`src/rtl/sik_mem_arbiter.sv`:
```
// Round-robin sharing of the SIK data-memory port between two threads, with a
// read-tag pipeline that steers returning read data back to the issuing thread.
`timescale 1ns/1ps
module sik_mem_arbiter #(
  parameter int AW      = 16,
  parameter int DW      = 16,
  parameter int MEM_LAT = 1
) (
  input  logic          clk,
  input  logic          reset,
  input  logic          req0,
  input  logic          we0,
  input  logic [AW-1:0] addr0,
  input  logic [DW-1:0] wdata0,
  input  logic          halt0,
  output logic          gnt0,
  output logic          rvalid0,
  output logic [DW-1:0] rdata0,
  input  logic          req1,
  input  logic          we1,
  input  logic [AW-1:0] addr1,
  input  logic [DW-1:0] wdata1,
  input  logic          halt1,
  output logic          gnt1,
  output logic          rvalid1,
  output logic [DW-1:0] rdata1,
  output logic          mem_en,
  output logic          mem_we,
  output logic [AW-1:0] mem_addr,
  output logic [DW-1:0] mem_wdata,
  input  logic [DW-1:0] mem_rdata,
  output logic          all_halted
);

  logic               w_ereq0;
  logic               w_ereq1;
  logic               w_gnt0;
  logic               w_gnt1;
  logic               w_anyGnt;
  logic               w_rdIssue;
  logic               w_exitValid;
  logic               w_exitId;
  logic               w_inflight;
  logic               r_prio;
  logic [MEM_LAT-1:0] r_tagValid;
  logic [MEM_LAT-1:0] r_tagId;

  assign w_ereq0  = req0 & ~halt0;
  assign w_ereq1  = req1 & ~halt1;
  // r_prio names the thread that wins when both threads contend.
  assign w_gnt0   = w_ereq0 & (~w_ereq1 | ~r_prio);
  assign w_gnt1   = w_ereq1 & (~w_ereq0 | r_prio);
  assign w_anyGnt = w_gnt0 | w_gnt1;

  assign gnt0      = w_gnt0;
  assign gnt1      = w_gnt1;
  assign mem_en    = w_anyGnt;
  assign mem_we    = w_gnt0 ? we0    : (w_gnt1 ? we1    : 1'b0);
  assign mem_addr  = w_gnt0 ? addr0  : (w_gnt1 ? addr1  : '0);
  assign mem_wdata = w_gnt0 ? wdata0 : (w_gnt1 ? wdata1 : '0);
  assign w_rdIssue = w_anyGnt & ~mem_we;

  always_ff @(posedge clk or posedge reset) begin
    if (reset) begin
      r_prio <= 1'b0;
    end else if (w_anyGnt) begin
      r_prio <= w_gnt0;
    end
  end

  always_ff @(posedge clk or posedge reset) begin
    if (reset) begin
      r_tagValid <= '0;
      r_tagId    <= '0;
    end else begin
      r_tagValid[0] <= w_rdIssue;
      r_tagId[0]    <= w_gnt1;
      for (int i = 1; i < MEM_LAT; i++) begin
        r_tagValid[i] <= r_tagValid[i-1];
        r_tagId[i]    <= r_tagId[i-1];
      end
    end
  end

  assign w_exitValid = r_tagValid[MEM_LAT-1];
  assign w_exitId    = r_tagId[MEM_LAT-1];
  assign rvalid0     = w_exitValid & ~w_exitId;
  assign rvalid1     = w_exitValid & w_exitId;
  assign rdata0      = rvalid0 ? mem_rdata : '0;
  assign rdata1      = rvalid1 ? mem_rdata : '0;

  // The tag in the exit stage is being returned this cycle, so it no longer counts as outstanding.
  always_comb begin
    w_inflight = 1'b0;
    for (int i = 0; i < MEM_LAT - 1; i++) begin
      w_inflight = w_inflight | r_tagValid[i];
    end
  end

  assign all_halted = halt0 & halt1 & ~w_inflight;

endmodule

```
`config.mk`:
```
export PLATFORM = sky130hd
export DESIGN_NAME = sik_mem_arbiter
export DESIGN_NICKNAME = d
export VERILOG_FILES = /design/src/rtl/sik_mem_arbiter.sv
export SDC_FILE = /design/constraint.sdc
export NUM_CORES = 1
export LEC_CHECK = 0
export CORE_ASPECT_RATIO = 1.75
export CORE_UTILIZATION = 28
export DETAILED_ROUTE_END_ITERATION = 10
export HOLD_SLACK_MARGIN = 0.03
export PLACE_DENSITY = 0.88
export SETUP_SLACK_MARGIN = 0.02
export SLEW_MARGIN = 30
export SYNTH_ARGS = -nofsm -noshare
export SYNTH_HDL_FRONTEND = slang
export SYNTH_SLANG_ARGS = --single-unit
```
`constraint.sdc`:
```
create_clock -name clk -period 3.35 [get_ports clk]
set_clock_uncertainty 0.1 [all_clocks]
set_input_delay 0.67 -clock clk [delete_from_list [all_inputs] [get_ports clk]]
set_output_delay 0.67 -clock clk [all_outputs]
set_load 0.02 [all_outputs]
```
==> results of run 1 <==
[path summary, 6_finish.rpt]
check,cells past startpoint,endpoint,slack (ps)
worst min-delay path,1,r_prio,450
worst min register to register,1,r_prio,450
min in group asynchronous,2,r_prio,530
worst max register to register,3,r_tagValid,2100
worst max-delay path,5,mem_addr[1],120
max in group asynchronous,2,r_tagValid,2490
[flip-flops by register name (all words and copies together), names as in the netlist]
register    cells
r_prio          1
r_tagId         1
r_tagValid      1
[stage by stage]
stage	setup slack, ps	power (mW)	util	hold slack (ps)	cells
after floorplan	978	0.214	-	324	176
after global placement	111	0.420	0.676	454	368
after detailed placement	112	0.423	0.676	457	368
after CTS	93.5	0.533	0.686	461	372
after global routing	58.2	0.558	0.686	467	372
final	119	0.530	0.686	454	372
[critical path, cell delays in order]
cell,delay [ps]
clkdlybuf4s50_1,480
and3b_1,250
buf_4,180
o22ai_1,210
clkdlybuf4s50_1,670
[cell type report]
type,count,share of cell area
Timing Repair Buffer,169,0.586
Multi-Input combinational cell,146,0.350
Sequential cell,3,0.0259
Tap cell,49,0.0211
Clock buffer,4,0.0155
Inverter,1,0.00129
[logic make-up (layout without fill, tap and decap cells)]
kind of cell	after synthesis	after routing	synth area share
flip-flops	3	3	0.0596
multiplexers	1	1	0.00795
AO/OA/AOI/OAI	34	34	0.169
AND/OR/NAND/NOR	111	111	0.629
buffers and inverters	27	174	0.134
[power groups by stage]
stage | clock network, mW | registers, mW | logic, mW
2_1_floorplan | 0 | 0.0438 | 0.170
3_3_place_gp | 0 | 0.0484 | 0.372
3_5_place_dp | 0 | 0.0480 | 0.375
4_1_cts | 0.108 | 0.0476 | 0.377
5_1_grt | 0.111 | 0.0485 | 0.398
6_report | 0.107 | 0.0477 | 0.375
[per-layer routing]
layer / vias up / share of wire / track usage
met1: 870 / 0.35 / 0.235
li1: 952 / - / -
met3: 10 / 0.099 / 0.0623
met2: 118 / 0.53 / 0.420
met5: - / 0 / 0
met4: 0 / 0.015 / 0.0570
[cell usage in the layout (no fill, tap or decap)]
master,instances
buf_12,3
nor2_1,2
buf_4,8
mux2i_1,1
clkdlybuf4s50_1,158
inv_1,1
and2_1,18
nand2_1,1
nand3b_1,66
clkbuf_8,3
and2b_1,2
nor3b_4,1
o22ai_1,34
and3_1,16
nand2b_1,2
or3b_2,2
and3b_1,1
dfrtp_1,3
clkbuf_1,1
==> impl_results.rst, run 1 <==
.. list-table::
   :header-rows: 1

   * - Metric
     - Value
   * - Psw
     - 0.190 mW
   * - Setup Fix Bufs, Post-CTS
     - 0
   * - Hold Startpoint
     - r_prio
   * - Portion of total power attributed to sequential cells
     - 0.090
   * - Register area share after synthesis
     - 0.0596
   * - Count of TritonRoute iterations in the first routing pass
     - 4
   * - Area used by multi-input combinational logic
     - 1010 um^2
   * - Hold-fix buffers, CTS
     - 0
   * - Setup_tns
     - 0 ps
   * - Number of global-route vias before repair
     - ~1800
   * - Max Clk Rate
     - 309 MHz
   * - Type of the tightest min-delay check
     - reg -> reg
   * - Post-placement cell area
     - 2860 um^2
   * - Ranking of synthesized cells by instance count
     - nand3b_1, o22ai_1, and2_1, and3_1, clkbuf_1
   * - Transition time at the pin with the least slew margin
     - around 420 ps
   * - Internal portion of total power
     - between 0.3 and 0.4 mW
   * - Wire length of the first global-routing pass
     - 8470 um
   * - Kind of end point of the critical path
     - primary output
   * - Unique masters post-synth
     - 18
   * - Number of synthesized flops with an enable pin
     - 0
   * - Final setup viols
     - 0
   * - Total standard cell area after synthesis
     - 1260 um^2
   * - Core footprint
     - 4230 um^2
   * - CTS tree
     - done
   * - Initial standard-cell utilization of the core
     - 0.298
   * - Gr usage total
     - 0.226
   * - Final Cell Area
     - 2900 um^2
   * - Average footprint of a synthesized cell
     - around 7 um^2
   * - Half-perimeter wire length of the detailed placement result
     - 4270 um
   * - GP Congestion
     - slightly below 0.8
   * - Share of flip-flops with an asynchronous set or reset
     - 1.00
   * - Residual DRC count
     - 0
   * - Yosys warning total
     - 0
   * - Ys flop type
     - dfrtp_1
   * - Count of input and output buffers
     - 158
   * - Maximum number of pins on one net before global-route repair
     - 36
   * - Part of the total power dissipated in the clock network
     - 0.203
   * - CP arrival
     - 2460 ps
   * - Number of top-level pins
     - 159
   * - Reg2Reg Launch Point
     - r_prio
   * - Worst Setup SP
     - req1
   * - Width of the die
     - roughly 53 um
   * - Most frequent cell after synthesis
     - nand3b_1
   * - Filler instances
     - 363
   * - Std-Cell Rows
     - 31
   * - MaxCap Viol Count
     - 0
   * - Clock edge transition at the registers on the reported setup and hold paths
     - 30 ps
   * - Max-slew headroom at the worst pin
     - 0.719
   * - Floorplan die area
     - 4780 um^2
   * - Area overhead of the layout relative to synthesis
     - 131%
   * - Total gr overflow
     - 0
   * - Crit share post-route
     - 0.965
   * - Clock latency on the worst-skew pair
     - 220 ps
   * - Clock period minus worst slack
     - 3230 ps
   * - Power density relative to cell area
     - about 180 nW/um^2
   * - Register area
     - around 75 um^2
   * - Critical path launch point type
     - primary input
   * - Layout cell share with drive strength beyond 1
     - 0.0526
   * - Gate count after technology mapping
     - 176
   * - H-tree depth reported by CTS
     - 1
   * - Area fraction of the dominant cell type after synthesis
     - 0.394
   * - Vias post-DR
     - 1950
   * - CTS Root Cell
     - clkbuf_8
   * - Number of flip-flops and latches in the synthesized netlist
     - 3
   * - Worst path required time
     - 2580 ps
   * - RSZ-0062 raised after global routing
     - false
   * - Sinks on the clock net
     - 3
   * - Switching power share of the total
     - 0.358
   * - Number of slew-limit violations in the final report
     - 0
   * - Fin. Hold Viols
     - 0
   * - Max clock buf depth
     - 2
   * - Biggest fanout along the worst timing path
     - 10
   * - Gates resized, CTS repair
     - 0
   * - Violation count after the first detailed-route iteration
     - 28
   * - Worst IR Drop VDD
     - between 150 and 200 uV
   * - Average wire per cell in the routed design
     - 15.1 um
   * - Number of inserted diodes
     - 0
   * - Number of buffers added by the clock tree synthesis step
     - 3
   * - Cell type with the highest aggregate area in the netlist
     - nand3b_1
   * - Combinational cell fraction of total power
     - 0.707
   * - Run status
     - complete, no violations
   * - Number of nets in the final layout
     - roughly 400
   * - Net Count, Synth
     - 264
   * - Die boundary height
     - 90.7 um
   * - DR vias/cell
     - 5.24
   * - Cell leakage power
     - 1.08 nW
   * - Area contributors post-synth
     - nand3b_1, o22ai_1, and2_1
   * - Critical path class
     - in -> out
   * - Routed Antenna Nets
     - 0
   * - Total detailed-routing wirelength
     - 5600 um
   * - Initial antenna violation count
     - 0
No activity file was read; power rests on OpenSTA's default activity.
==> inputs of run 2 (changes only) <==
--- a/config.mk
+++ b/config.mk
@@ -7,9 +7,11 @@
 export LEC_CHECK = 0
 export CORE_ASPECT_RATIO = 1.75
 export CORE_UTILIZATION = 28
+export CTS_CLUSTER_SIZE = 25
 export DETAILED_ROUTE_END_ITERATION = 10
 export HOLD_SLACK_MARGIN = 0.03
 export PLACE_DENSITY = 0.88
+export RECOVER_POWER = 25
 export SETUP_SLACK_MARGIN = 0.02
 export SLEW_MARGIN = 30
 export SYNTH_ARGS = -nofsm -noshare
==> impl_results.rst, run 2 (same netlist as run 1, synthesis figures left out) <==
.. list-table::
   :header-rows: 1

   * - Metric
     - Value
   * - CP arrival
     - 2460 ps (about the same)
   * - Count of input and output buffers
     - 158 (unchanged)
   * - Gr usage total
     - 0.226 (unchanged)
   * - Maximum number of pins on one net before global-route repair
     - 36 (unchanged)
   * - Type of the tightest min-delay check
     - reg -> reg
   * - Crit share post-route
     - 0.964 (about the same)
   * - Number of buffers added by the clock tree synthesis step
     - 3 (unchanged)
   * - Largest delay share family, worst path
     - buffers and inverters
   * - Total gr overflow
     - 0 (unchanged)
   * - Biggest fanout along the worst timing path
     - 10 (unchanged)
   * - RSZ-0062 raised after global routing
     - false
   * - Final setup viols
     - 0 (unchanged)
   * - Residual DRC count
     - 0 (unchanged)
   * - Routed Antenna Nets
     - 0 (unchanged)
   * - Fin. Hold Viols
     - 0 (unchanged)
   * - CP Cell Sequence
     - clkdlybuf4s50_1, and3b_1, buf_4, o22ai_1, clkdlybuf4s50_1
   * - Hold-fix buffers, CTS
     - 0 (unchanged)
   * - H-tree depth reported by CTS
     - 1 (unchanged)
   * - Max-slew headroom at the worst pin
     - 0.722 (+0.00267)
   * - Run status
     - complete, no violations
   * - Number of top-level pins
     - 159 (unchanged)
   * - MaxCap Viol Count
     - 0 (unchanged)
   * - Kind of end point of the critical path
     - primary output
   * - Floorplan die area
     - 4780 um^2 (unchanged)
   * - Final Cell Area
     - 2900 um^2 (unchanged)
   * - Worst slack at placement
     - 112 ps (unchanged)
   * - Power density relative to cell area
     - 182 nW/um^2 (-0.59%)
   * - Setup Fix Bufs, Post-CTS
     - 0 (unchanged)
   * - Area overhead of the layout relative to synthesis
     - 131% (unchanged)
   * - Transition time at the pin with the least slew margin
     - 417 ps (-4.01 ps)
   * - Wire length of the first global-routing pass
     - 8470 um (unchanged)
   * - GP Congestion
     - 0.792 (unchanged)
   * - Clock edge transition at the registers on the reported setup and hold paths
     - 30 ps (about the same)
   * - Max clock buf depth
     - 2 (unchanged)
   * - Initial antenna violation count
     - 0 (unchanged)
   * - Finished Core Util
     - 0.686 (unchanged)
   * - DR vias/cell
     - 5.22 (-0.51%)
   * - Critical path class
     - in -> out
   * - Violation count after the first detailed-route iteration
     - 27 (-3.6%)
   * - Core footprint
     - 4230 um^2 (unchanged)
   * - Worst IR Drop VDD
     - 168 uV (-0.52%)
   * - Filler instances
     - 363 (unchanged)
   * - Max Clk Rate
     - 310 MHz (about the same)
   * - Std-Cell Rows
     - 31 (unchanged)
   * - Clock latency on the worst-skew pair
     - 220 ps (about the same)
   * - Final Non-Filler Cells
     - 372 (unchanged)
   * - Total detailed-routing wirelength
     - 5580 um (-0.29%)
   * - Total number of cells along the worst setup path
     - 5 (unchanged)
   * - Cell leakage power
     - 1.12 nW (+4.2%)
   * - Count of cells along the worst hold path
     - 1 (unchanged)
   * - Total instance count after detailed placement
     - 368 (unchanged)
   * - Layout cell share with drive strength beyond 1
     - 0.0526 (unchanged)
   * - Most used cells in the layout excluding fill and tap cells
     - clkdlybuf4s50_1, nand3b_1, o22ai_1
   * - Slowest stage cell on the critical path
     - clkdlybuf4s50_1
   * - Setup_tns
     - 0 ps (unchanged)
   * - Worst path most repeated cell
     - clkdlybuf4s50_1
   * - Sinks on the clock net
     - 3 (unchanged)
   * - Initial standard-cell utilization of the core
     - 0.298 (unchanged)
   * - Leading cell type in the layout, fill and taps excluded
     - clkdlybuf4s50_1
   * - Number of inserted diodes
     - 0 (unchanged)
   * - Final worst slack
     - 121 ps (+1.96 ps)
   * - Critical path launch point type
     - primary input
   * - Worst path required time
     - 2580 ps (about the same)
   * - Width of the die
     - 52.7 um (unchanged)
   * - Maximum cell stage delay along the critical path
     - 670 ps (about the same)
   * - Count of TritonRoute iterations in the first routing pass
     - 4 (unchanged)
   * - Gates resized, CTS repair
     - 0 (unchanged)
   * - Half-perimeter wire length of the detailed placement result
     - 4270 um (unchanged)
   * - Post-placement cell area
     - 2860 um^2 (unchanged)
   * - Die boundary height
     - 90.7 um (unchanged)
   * - Largest registers in the final layout
     - r_prio: 1 flops, r_tagId: 1 flops, r_tagValid: 1 flops
   * - Count of cells along the worst register-to-register path
     - 3 (unchanged)
   * - Average wire per cell in the routed design
     - 15.0 um (-0.29%)
   * - Number of slew-limit violations in the final report
     - 0 (unchanged)
   * - Number of global-route vias before repair
     - 1784 (unchanged)
   * - Number of nets in the final layout
     - 412 (unchanged)
   * - Worst Path Buf+Inv
     - 3 (unchanged)
   * - Vias post-DR
     - 1940 (-0.51%)
   * - CTS tree
     - done
   * - CTS Root Cell
     - clkbuf_8
   * - Clock period minus worst slack
     - 3230 ps (-1.96 ps)
-- run 2: through the flow --
stage	power, mW	hold WS, ps
finish	0.527	454
global placement	0.420	454
global route	0.557	467
floorplan	0.214	324
CTS	0.533	461
detailed placement	0.423	457
-- run 2: path summary, 6_finish.rpt --
| path | start | endpoint | slack, ps |
|---|---|---|---|
| worst max-delay path | req1 | mem_addr[1] | 120 |
| worst min-delay path | r_prio | r_prio | 450 |
| worst max register to register | r_prio | r_tagValid | 2110 |
| worst min register to register | r_prio | r_prio | 450 |
| max in group asynchronous | reset | r_tagValid | 2350 |
| min in group asynchronous | reset | r_prio | 670 |
-- run 2: layer usage --
metal / GRT usage / up-vias / wire length (um)
met5: 0 / - / 0
met4: 0.0570 / 0 / 65
met3: 0.0623 / 8 / 551
met2: 0.420 / 113 / 3000
met1: 0.235 / 868 / 1970
li1: - / 951 / -
-- run 2: area by class of cell --
type	count	area [um^2]	area share
multi-input cells	146	1010	0.350
repair buffers	169	1700	0.586
well taps	49	61.3	0.0211
inverters	1	3.75	0.00129
clock buffers	4	45.0	0.0155
flip-flops and latches	3	75.1	0.0259
-- run 2: worst register-to-register path: stages, from the launching register on --
cell	delay, ps
dfrtp_1	420
and3b_1	250
buf_12	170
o22ai_1	210
-- run 2: report_power, final --
part / switching, mW / total [mW] / internal (mW)
Clock: 0.0247 / 0.106 / 0.0812
Sequential: 0.00792 / 0.0475 / 0.0396
Combinational: 0.155 / 0.374 / 0.218
Total: 0.188 / 0.527 / 0.339
